File: src/rtl/bcd2bin_sync.sv
// Serial reverse double-dabble: packed BCD in, unsigned binary out, one bit per clock.
// Define BCD_CHECK_EN to reject inputs with a digit above 9 (done+err pulse, bin_out held).
module bcd2bin_sync #(
    parameter int unsigned DIGITS = 2,
    parameter int unsigned BIN_W  = 7
) (
    input  logic                  clk,
    input  logic                  rst,
    input  logic                  start,
    input  logic [4*DIGITS-1:0]   bcd_in,
    output logic [BIN_W-1:0]      bin_out,
    output logic                  busy,
    output logic                  done,
    output logic                  err
);

    localparam int unsigned BcdW = 4 * DIGITS;
    localparam int unsigned CntW = $clog2(BIN_W + 1);

    typedef enum logic [1:0] {StIdle, StShift, StFinish} state_e;

    state_e            state_q, state_d;
    logic [BcdW-1:0]   bcd_q, bcd_d;
    logic [BIN_W-1:0]  bin_q, bin_d;
    logic [CntW-1:0]   cnt_q, cnt_d;
    logic [BIN_W-1:0]  out_q, out_d;
    logic              done_q, done_d;
    logic              err_q, err_d;
    logic              bad_q, bad_d;

    logic [BcdW+BIN_W-1:0] cat_sh;
    logic [BcdW-1:0]       bcd_fix;
    logic                  in_bad;

`ifdef BCD_CHECK_EN
    always_comb begin
        in_bad = 1'b0;
        for (int i = 0; i < int'(DIGITS); i++) begin
            if (bcd_in[4*i +: 4] > 4'd9) in_bad = 1'b1;
        end
    end
`else
    assign in_bad = 1'b0;
`endif

    // One iteration: shift the pair right, then pull every digit >= 8 back by 3.
    always_comb begin
        cat_sh  = {bcd_q, bin_q} >> 1;
        bcd_fix = cat_sh[BIN_W +: BcdW];
        for (int i = 0; i < int'(DIGITS); i++) begin
            if (bcd_fix[4*i +: 4] >= 4'd8) bcd_fix[4*i +: 4] = bcd_fix[4*i +: 4] - 4'd3;
        end
    end

    always_comb begin
        state_d = state_q;
        bcd_d   = bcd_q;
        bin_d   = bin_q;
        cnt_d   = cnt_q;
        out_d   = out_q;
        done_d  = 1'b0;
        err_d   = 1'b0;
        bad_d   = bad_q;
        unique case (state_q)
            StIdle: begin
                if (start) begin
                    bcd_d   = bcd_in;
                    bin_d   = '0;
                    cnt_d   = CntW'(BIN_W);
                    bad_d   = in_bad;
                    state_d = in_bad ? StFinish : StShift;
                end
            end
            StShift: begin
                bcd_d = bcd_fix;
                bin_d = cat_sh[BIN_W-1:0];
                cnt_d = cnt_q - 1'b1;
                if (cnt_q == CntW'(1)) state_d = StFinish;
            end
            StFinish: begin
                done_d  = 1'b1;
                err_d   = bad_q;
                if (!bad_q) out_d = bin_q;
                bad_d   = 1'b0;
                state_d = StIdle;
            end
            default: state_d = StIdle;
        endcase
    end

    always_ff @(posedge clk) begin
        if (!rst) begin
            state_q <= StIdle;
            bcd_q   <= '0;
            bin_q   <= '0;
            cnt_q   <= '0;
            out_q   <= '0;
            done_q  <= 1'b0;
            err_q   <= 1'b0;
            bad_q   <= 1'b0;
        end else begin
            state_q <= state_d;
            bcd_q   <= bcd_d;
            bin_q   <= bin_d;
            cnt_q   <= cnt_d;
            out_q   <= out_d;
            done_q  <= done_d;
            err_q   <= err_d;
            bad_q   <= bad_d;
        end
    end

    assign bin_out = out_q;
    assign busy    = (state_q != StIdle);
    assign done    = done_q;
    assign err     = err_q;

endmodule

File: config.mk
export PLATFORM = sky130hd
export DESIGN_NAME = bcd2bin_sync
export DESIGN_NICKNAME = d
export VERILOG_FILES = /design/src/rtl/bcd2bin_sync.sv
export SDC_FILE = /design/constraint.sdc
export NUM_CORES = 1
export LEC_CHECK = 0
export BUFFER_PORTS_ARGS = -buffer_cell sky130_fd_sc_hd__buf_4
export CAP_MARGIN = 20
export CORE_MARGIN = 2
export CORE_UTILIZATION = 45
export DETAILED_ROUTE_END_ITERATION = 16
export MAX_ROUTING_LAYER = met4
export PLACE_DENSITY = 0.67
export SYNTH_ARGS = -nofsm -noshare
export SYNTH_HDL_FRONTEND = slang
export SYNTH_SLANG_ARGS = --single-unit
File: constraint.sdc
create_clock -name clk -period 1.7 [get_ports clk]
set_input_delay 0.255 -clock clk [delete_from_list [all_inputs] [get_ports clk]]
set_output_delay 0.255 -clock clk [all_outputs]
set_load 0.005 [all_outputs]
-- Word level (Yosys, flattened, before mapping)
Index checks and enable logic that the tools add are counted.
- shifts and indexed selects: 0
- equality and inequality tests: 5
- $mul: 0
- reductions and logical operators: 9
- bitwise gates (word level): 1
- mux-type cells: 14
- $add $sub $neg: 3
- magnitude comparators: 2
- divide/modulo/power cells: 0
- operator list (cell ; count):
    $pmux 8 s2 ; 1
    $pmux 7 s2 ; 1
    $reduce_and 2->1 ; 5
    $mux 4 ; 2
    $mux 8 ; 1
    $mux 7 ; 1
    $pmux 3 s2 ; 1
    $reduce_bool 2->1 ; 3
    $ge 3x4->1 const B ; 1
    $ge 4x4->1 const B ; 1
    $mux 2 ; 2
    $ne 2x2->1 const B ; 2
    $pmux 2 s2 ; 1
    $sub 3x2->4 const B ; 1
    $sub 4x2->4 const B ; 1
    $eq 3x1->1 const B ; 1
    $mux 3 ; 1
    $sub 3x1->3 const B ; 1
    $eq 2x1->1 const B ; 1
    $eq 2x2->1 const B ; 1
    $logic_not 2->1 ; 1
    $mux 1 ; 2
    $pmux 1 s2 ; 1
    $not 1->1 ; 1
- input bits: 11
- bits in registers: 30
- memories kept: 0
- word-level logic and storage cells: 42
- bits in writable memories: 0
- bits in read-only memories: 0
- bits in latches: 0

-- Logic depth before layout (Yosys ltp)
Gate-level depths: netlist (run 1).
- depth in word-level cells: 3
- depth in mapped cells: 5

-- Worst setup path before layout (run 1)
OpenSTA, ideal clock, no wires.
- kind: register to register
- start point: reg bcd_q[1]
- end point: reg bcd_q[1]
- setup slack: 0.471 ns
- path buffers: 0
- period minus slack after synthesis: 1.229 ns
- arrival time: 1.107 ns
- data required time: 1.578 ns
- cell stages (with the launch flop): 6
- path through: dfxtp_1 inv_1 ha_1 mux2i_1 nor2_1 a221o_1
- cells in the longest elaborated chain, start to end: 3
- ends and longest elaborated chain (item ; RTL line ; RTL):
    start: declaration ; 23 ; logic [BcdW-1:0] bcd_q, bcd_d;
    start signal: assignment ; 94 ; bcd_q <= '0;
    start signal: assignment ; 103 ; bcd_q <= bcd_d;
    $sub 4x2->4 or $ge 4x4->1 (tied branches) ; 51 ; if (bcd_fix[4*i +: 4] >= 4'd8) bcd_fix[4*i +: 4] = bcd_fix[4*i +: 4] - 4'd3;
    $mux 4 (*) ; 51 ;
    $pmux 8 s2 (*) ; 64 ; unique case (state_q)
Mark *: on every way between the ends. The rest lies on a longest branch, timed or not.
A chain may end at the register's enable or synchronous reset.

-- Worst setup path after layout (run 1)
- start point: reg state_q[1]
- end point: out busy
- cells in the longest elaborated chain, start to end: 1
- ends and longest elaborated chain (item ; RTL line ; RTL):
    start: declaration ; 22 ; state_e state_q, state_d;
    start signal: assignment ; 93 ; state_q <= StIdle;
    start signal: assignment ; 102 ; state_q <= state_d;
    $reduce_bool 2->1 ; 114 ; assign busy = (state_q != StIdle);
    end: declaration ; 12 ; output logic busy,
Every way passes these cells.

==> results of run 1 <==
## power by group through the flow
stage	combinational, mW	clock (mW)	sequential (mW)
finish	0.153	0.433	0.718
global route	0.172	0.465	0.722
CTS	0.154	0.437	0.717
detailed placement	0.151	0	0.731
global placement	0.147	0	0.730
floorplan	0.116	0	0.719
## registers in the layout, indices dropped and copies added (netlist names)
register,cells
done,1
bcd_q,8
bin_out,7
bin_q,7
cnt_q,3
state_q,2
## cell families after synthesis
family | count (synthesis) | share of synthesized area
compound gates | 37 | 0.2302
simple gates | 33 | 0.1564
flops | 28 | 0.4864
buf+inv | 13 | 0.05645
fa+ha+maj | 4 | 0.04343
xor+xnor | 2 | 0.01520
other cells | 1 | 0.003254
mux | 1 | 0.008687
## worst register-to-register path: cells and delay by family (launching register included)
family | cells | cell delay, ns
simple gates | 2 | 0.54
buf+inv | 1 | 0.21
flops | 1 | 0.57
## through the flow
stage	power [mW]	utilization	std cells
after CTS	1.308	0.5530	168
after detailed placement	0.8818	0.5316	164
after global placement	0.8768	0.5316	164
after floorplan	0.8349	-	119
after global routing	1.359	0.5530	168
final	1.303	0.5530	168
## layout make-up
cell class / count / area share
Clock buffer: 3 / 0.01659
Clock inverter: 1 / 0.02212
Inverter: 8 / 0.02212
Multi-Input combinational cell: 78 / 0.3880
Sequential cell: 28 / 0.4129
Tap cell: 30 / 0.02765
Timing Repair Buffer: 20 / 0.1106
## cell usage after synthesis
| cell type | number | area share |
|---|---|---|
| a221o_1 | 3 | 0.026 |
| nor2b_1 | 1 | 0.0054 |
| mux2i_1 | 1 | 0.0087 |
| buf_6 | 1 | 0.0098 |
| buf_4 | 2 | 0.013 |
| a32oi_1 | 1 | 0.0076 |
| a311oi_1 | 1 | 0.0076 |
| and4bb_2 | 1 | 0.011 |
| inv_2 | 1 | 0.0033 |
| a221oi_1 | 2 | 0.015 |
| nand3b_1 | 2 | 0.013 |
| dfxtp_1 | 28 | 0.49 |
| or2_2 | 1 | 0.0054 |
| nor3b_1 | 1 | 0.0065 |
| inv_1 | 7 | 0.023 |
| o22ai_1 | 3 | 0.016 |
| a22o_1 | 7 | 0.053 |
| o21ai_0 | 5 | 0.022 |
| ha_1 | 4 | 0.043 |
| nand2b_1 | 2 | 0.011 |
| nand2_1 | 15 | 0.049 |
| o21bai_1 | 1 | 0.0065 |
| a2bb2oi_1 | 1 | 0.0076 |
| and2b_1 | 1 | 0.0065 |
| conb_1 | 1 | 0.0033 |
| nor2_1 | 6 | 0.020 |
| and3_1 | 1 | 0.0054 |
| buf_1 | 1 | 0.0033 |
| a211oi_1 | 1 | 0.0065 |
| xnor2_1 | 2 | 0.015 |
| a21oi_1 | 11 | 0.048 |
| nor2_4 | 1 | 0.0098 |
| o21ba_4 | 1 | 0.014 |
| buf_2 | 1 | 0.0043 |
| nor3_4 | 1 | 0.014 |
## routing by layer
layer | up-vias | wire [um]
met5 | - | 0
met4 | 0 | 15
met3 | 2 | 99
li1 | 457 | -
met2 | 23 | 979
met1 | 401 | 982
## path summary, 6_finish.rpt
path,end,slack (ns),from
hold / removal,bcd_q[2],0.13,bcd_in[2]
hold reg to reg,bin_out[4],0.46,bin_out[4]
setup reg to reg,state_q[1],0.33,state_q[0]
setup / recovery,busy,0.16,state_q[1]
==> impl_metrics.toml, run 1 <==
[cts]
clock_latency_ns = 0.32
postCtsSetupBuffers = 0
cts_buffers = 3
holdBufCountCts = 0
cts.repair.resized = 0
h-tree-depth = 1
cts.sinks = 28
cts_tree = "built"
clk_pin_slew_ns = 0.15
cts-root-buf = "clkbuf_4"
cts-root-to-sink-buffers = 2

[grt]
use_met3 = 0.02459
grt_pass1_vias = 783
use_met1 = 0.2037
grt_max_degree = 17
grt_first_pass_wirelength_um = 3450
antenna_found_initial = 0
track_usage = 0.1648
top_usage_layer = "met2"
grtUsageMet2 = 0.2758
overflow = 0

[placed_design]
placed_area_um2 = 1305
post-place-ws_ns = 0.3918
port_buffers = 19
gp_congestion = 0.7341
dpl.hpwl_um = 1515

[flow_run]
drv_cap = 0

[logic_synthesis]
yosys_register_bits = 28
syn_area_um2 = 1152
postSynthCellCount = 119
synth_area_per_cell_um2 = 9.684
synth_nets = 134
ys_seq_area_frac = 0.4864
yosysWarnings = 0
synth_cell_types = 35

[detailed_routing]
remaining_drc_errors = 0
finalWirelength_um = 2076
wire_per_inst_um = 12.36
vias = 883
first_pass_iters = 4
vias_per_cell = 5.256
ant_nets = 0
drt_iter0_markers = 12

[pwr]
combinationalPowerShare = 0.117
p_int_mw = 1.002
power_leakage_nw = 0.5497
p_sw_uw = 301.3
power.density_nw_per_um2 = 960.2
p_clk_frac = 0.332
ir_worst_vdd_mv = 0.6321
p_seq_frac = 0.551
swShare = 0.2311

[floorplan]
start_util = 0.4694
die_w_um = 54.61
io_pins = 21
die_h_um = 54.61
fp.coreArea_um2 = 2455
fp-row-count = 18
die_area_um2 = 2982

[timing]
skew_ns = 0.007850
hold_slack_ns = 0.1287
worst_slack_ns = 0.1622
fin_crit_ns = 1.538
fmax_mhz = 650.3
setup_tns_ns = 0
setup-violations-final = 0
finalCritPeriodShare = 0.9046
final_max_slew_viol_count = 0
rsz0062_at_grt = "false"
hold_viol = 0

[critical_path]
cp_slowest_cell = "dfxtp_1"
cp_max_fo = 11
cp_top_family = "flip-flops"
cp_data_required_time_ns = 1.44
arrival_ns = 1.28
rr_worst_depth = 3
worst_path_largest_cell_delay_ns = 0.46
worstSetupPathType = "reg2out"
critPathBufInv = 1
cp_cell_sequence = "or2_2 -> buf_4"
cp_num_cells = 2
worstSetupStartpointType = "register"
end_kind = "primary output"

[layout]
layout_commonest_cell = "dfxtp_1"
n_antenna_cell = 0
drive_above_1_share = 0.2174
fillCellCount = 229
finalNetCount = 154
postLayoutCellArea_um2 = 1358
multi_input_area_um2 = 526.8
final_cell_mix = "dfxtp_1 (28), buf_4 (20), nand2_1 (15), a21oi_1 (11)"
area_delta_synth_final_pct = 17.81
seq_area_um2 = 560.5

[hold_path]
whs_path_depth = 3
holdCritPathClass = "in2reg"

[outcome]
status = "finished, final reports clean"
No activity file was read; power rests on OpenSTA's default activity.
==> run 2, diff against run 1 <==
--- a/config.mk
+++ b/config.mk
@@ -7,11 +7,14 @@
 export LEC_CHECK = 0
 export BUFFER_PORTS_ARGS = -buffer_cell sky130_fd_sc_hd__buf_4
 export CAP_MARGIN = 20
+export CELL_PAD_IN_SITES_DETAIL_PLACEMENT = 0
+export CELL_PAD_IN_SITES_GLOBAL_PLACEMENT = 1
 export CORE_MARGIN = 2
-export CORE_UTILIZATION = 45
+export CORE_UTILIZATION = 40
 export DETAILED_ROUTE_END_ITERATION = 16
+export HOLD_SLACK_MARGIN = 0.02
 export MAX_ROUTING_LAYER = met4
-export PLACE_DENSITY = 0.67
+export PLACE_DENSITY_LB_ADDON = 0.1
 export SYNTH_ARGS = -nofsm -noshare
 export SYNTH_HDL_FRONTEND = slang
 export SYNTH_SLANG_ARGS = --single-unit
==> run 2 against run 1 <==
Against the previous run:
- critical path depth did not move
- sequential cell count unchanged
- clock skew is 0.0039 ns lower
- via count decreased by 1.9%
==> impl_metrics.toml, run 2 (same netlist as run 1, synthesis figures left out) <==
[timing]
rsz0062_at_grt = "false"
setup_tns_ns = 0
final_max_slew_viol_count = 0
hold_viol = 0
fmax_mhz = 656.9
skew_ns = 0.003991
fin_crit_ns = 1.522
finalCritPeriodShare = 0.8955
setup-violations-final = 0

[cts]
clock_latency_ns = 0.32
cts.sinks = 28
h-tree-depth = 1
cts.repair.resized = 0
holdBufCountCts = 0
postCtsSetupBuffers = 0
cts-root-buf = "clkbuf_4"
cts-root-to-sink-buffers = 2
cts_buffers = 3
clk_pin_slew_ns = 0.15
cts_tree = "built"

[critical_path]
arrival_ns = 1.27
r2r-start = "state_q[0]"
cp_slowest_cell = "dfxtp_1"
endpoint = "busy"
worstSetupStartpointType = "register"
rr_worst_depth = 3
r2r_slack_ns = 0.37
cp_cell_sequence = "or2_2 -> buf_4"
cp_max_fo = 11
cp_data_required_time_ns = 1.44
worstSetupPathType = "reg2out"
end_kind = "primary output"
startpoint = "state_q[1]"
worst_path_largest_cell_delay_ns = 0.45
r2r-end = "state_q[1]"

[pwr]
ir_worst_vdd_mv = 0.4516
power.density_nw_per_um2 = 956.5
power_leakage_nw = 0.5497

[floorplan]
die_w_um = 57.68
fp.coreArea_um2 = 2758
start_util = 0.4179
die_h_um = 57.68
io_pins = 21
die_area_um2 = 3326
fp-row-count = 19

[layout]
largest_register_ffs = 8
multi_input_area_um2 = 526.8
finalNetCount = 154
drive_above_1_share = 0.2174
fillCellCount = 275
largest_register = "bcd_q"
final_cell_mix = "dfxtp_1 (28), buf_4 (20), nand2_1 (15), a21oi_1 (11)"
layout_commonest_cell = "dfxtp_1"
seq_area_um2 = 560.5
n_antenna_cell = 0
final_util = 0.4927
area_delta_synth_final_pct = 17.92

[placed_design]
gp_congestion = 0.7313
port_buffers = 19
dpl.hpwl_um = 1467

[detailed_routing]
vias = 866
remaining_drc_errors = 0
wire_per_inst_um = 11.85
wl_met1_um = 1060
drt_iter0_markers = 27
met3_length_um = 74
ant_nets = 0
maxUsedRoutingLayer = "met4"
wl_met2_um = 850
finalWirelength_um = 2003
vias_per_cell = 5.124
first_pass_iters = 5

[hold_path]
hp-start = "bcd_in[2]"
holdCritPathClass = "in2reg"

[grt]
antenna_found_initial = 0
grt_pass1_vias = 813
grt_max_degree = 17
overflow = 0
grt_first_pass_wirelength_um = 3594
track_usage = 0.1406

[outcome]
status = "finished, final reports clean"

[flow_run]
drv_cap = 0
-- run 2: cell counts in the layout (fill, tap and decap cells not counted) --
No cell type changed its count.
-- run 2: power breakdown --
| group | leakage [nW] | switching (mW) | internal [mW] |
|---|---|---|---|
| logic | 0.293 | 0.0752 | 0.0765 |
| registers | 0.228 | 0.0293 | 0.687 |
| clock network | 0.0279 | 0.194 | 0.238 |
-- run 2: stage by stage --
step	cells	cell area [um2]	power [mW]	hold slack (ns)	worst slack (ns)
after global placement	165	1306	0.8802	0.4429	0.4145
after global routing	169	1359	1.360	0.1161	0.1042
after CTS	169	1359	1.312	0.1292	0.1619
after detailed placement	165	1306	0.8833	0.4479	0.3895
after floorplan	119	1152	0.8349	0.3742	0.4712
final	169	1359	1.300	0.1292	0.1776
-- run 2: final cells by class --
type / count / share of cell area
Tap cell: 31 / 0.02855
Timing Repair Buffer: 20 / 0.1105
Inverter: 8 / 0.02210
Clock inverter: 1 / 0.02210
Sequential cell: 28 / 0.4125
Multi-Input combinational cell: 78 / 0.3877
Clock buffer: 3 / 0.01657
-- run 2: worst min path at each step --
stage,slack [ns],to,cells after the start
finish,0.13,bcd_q[2],3
global route,0.12,bcd_q[2],3
CTS,0.13,bcd_q[2],3
detailed placement,0.45,bin_out[6],2
global placement,0.44,bin_out[4],2
floorplan,0.37,bcd_q[2],2
-- run 2: worst max-delay path: cells and delay by family, from the launching register on --
kind,cells,cell delay [ns]
DFF,1,0.45
and+or+nand+nor,1,0.36
buffers and inverters,1,0.14
-- run 2: per-layer routing --
metal  track usage  vias to the layer above
li1              -                      462
met1        0.1915                      388
met2        0.2143                       14
met3       0.02679                        2
met4       0.03987                        0
met5             -                        -
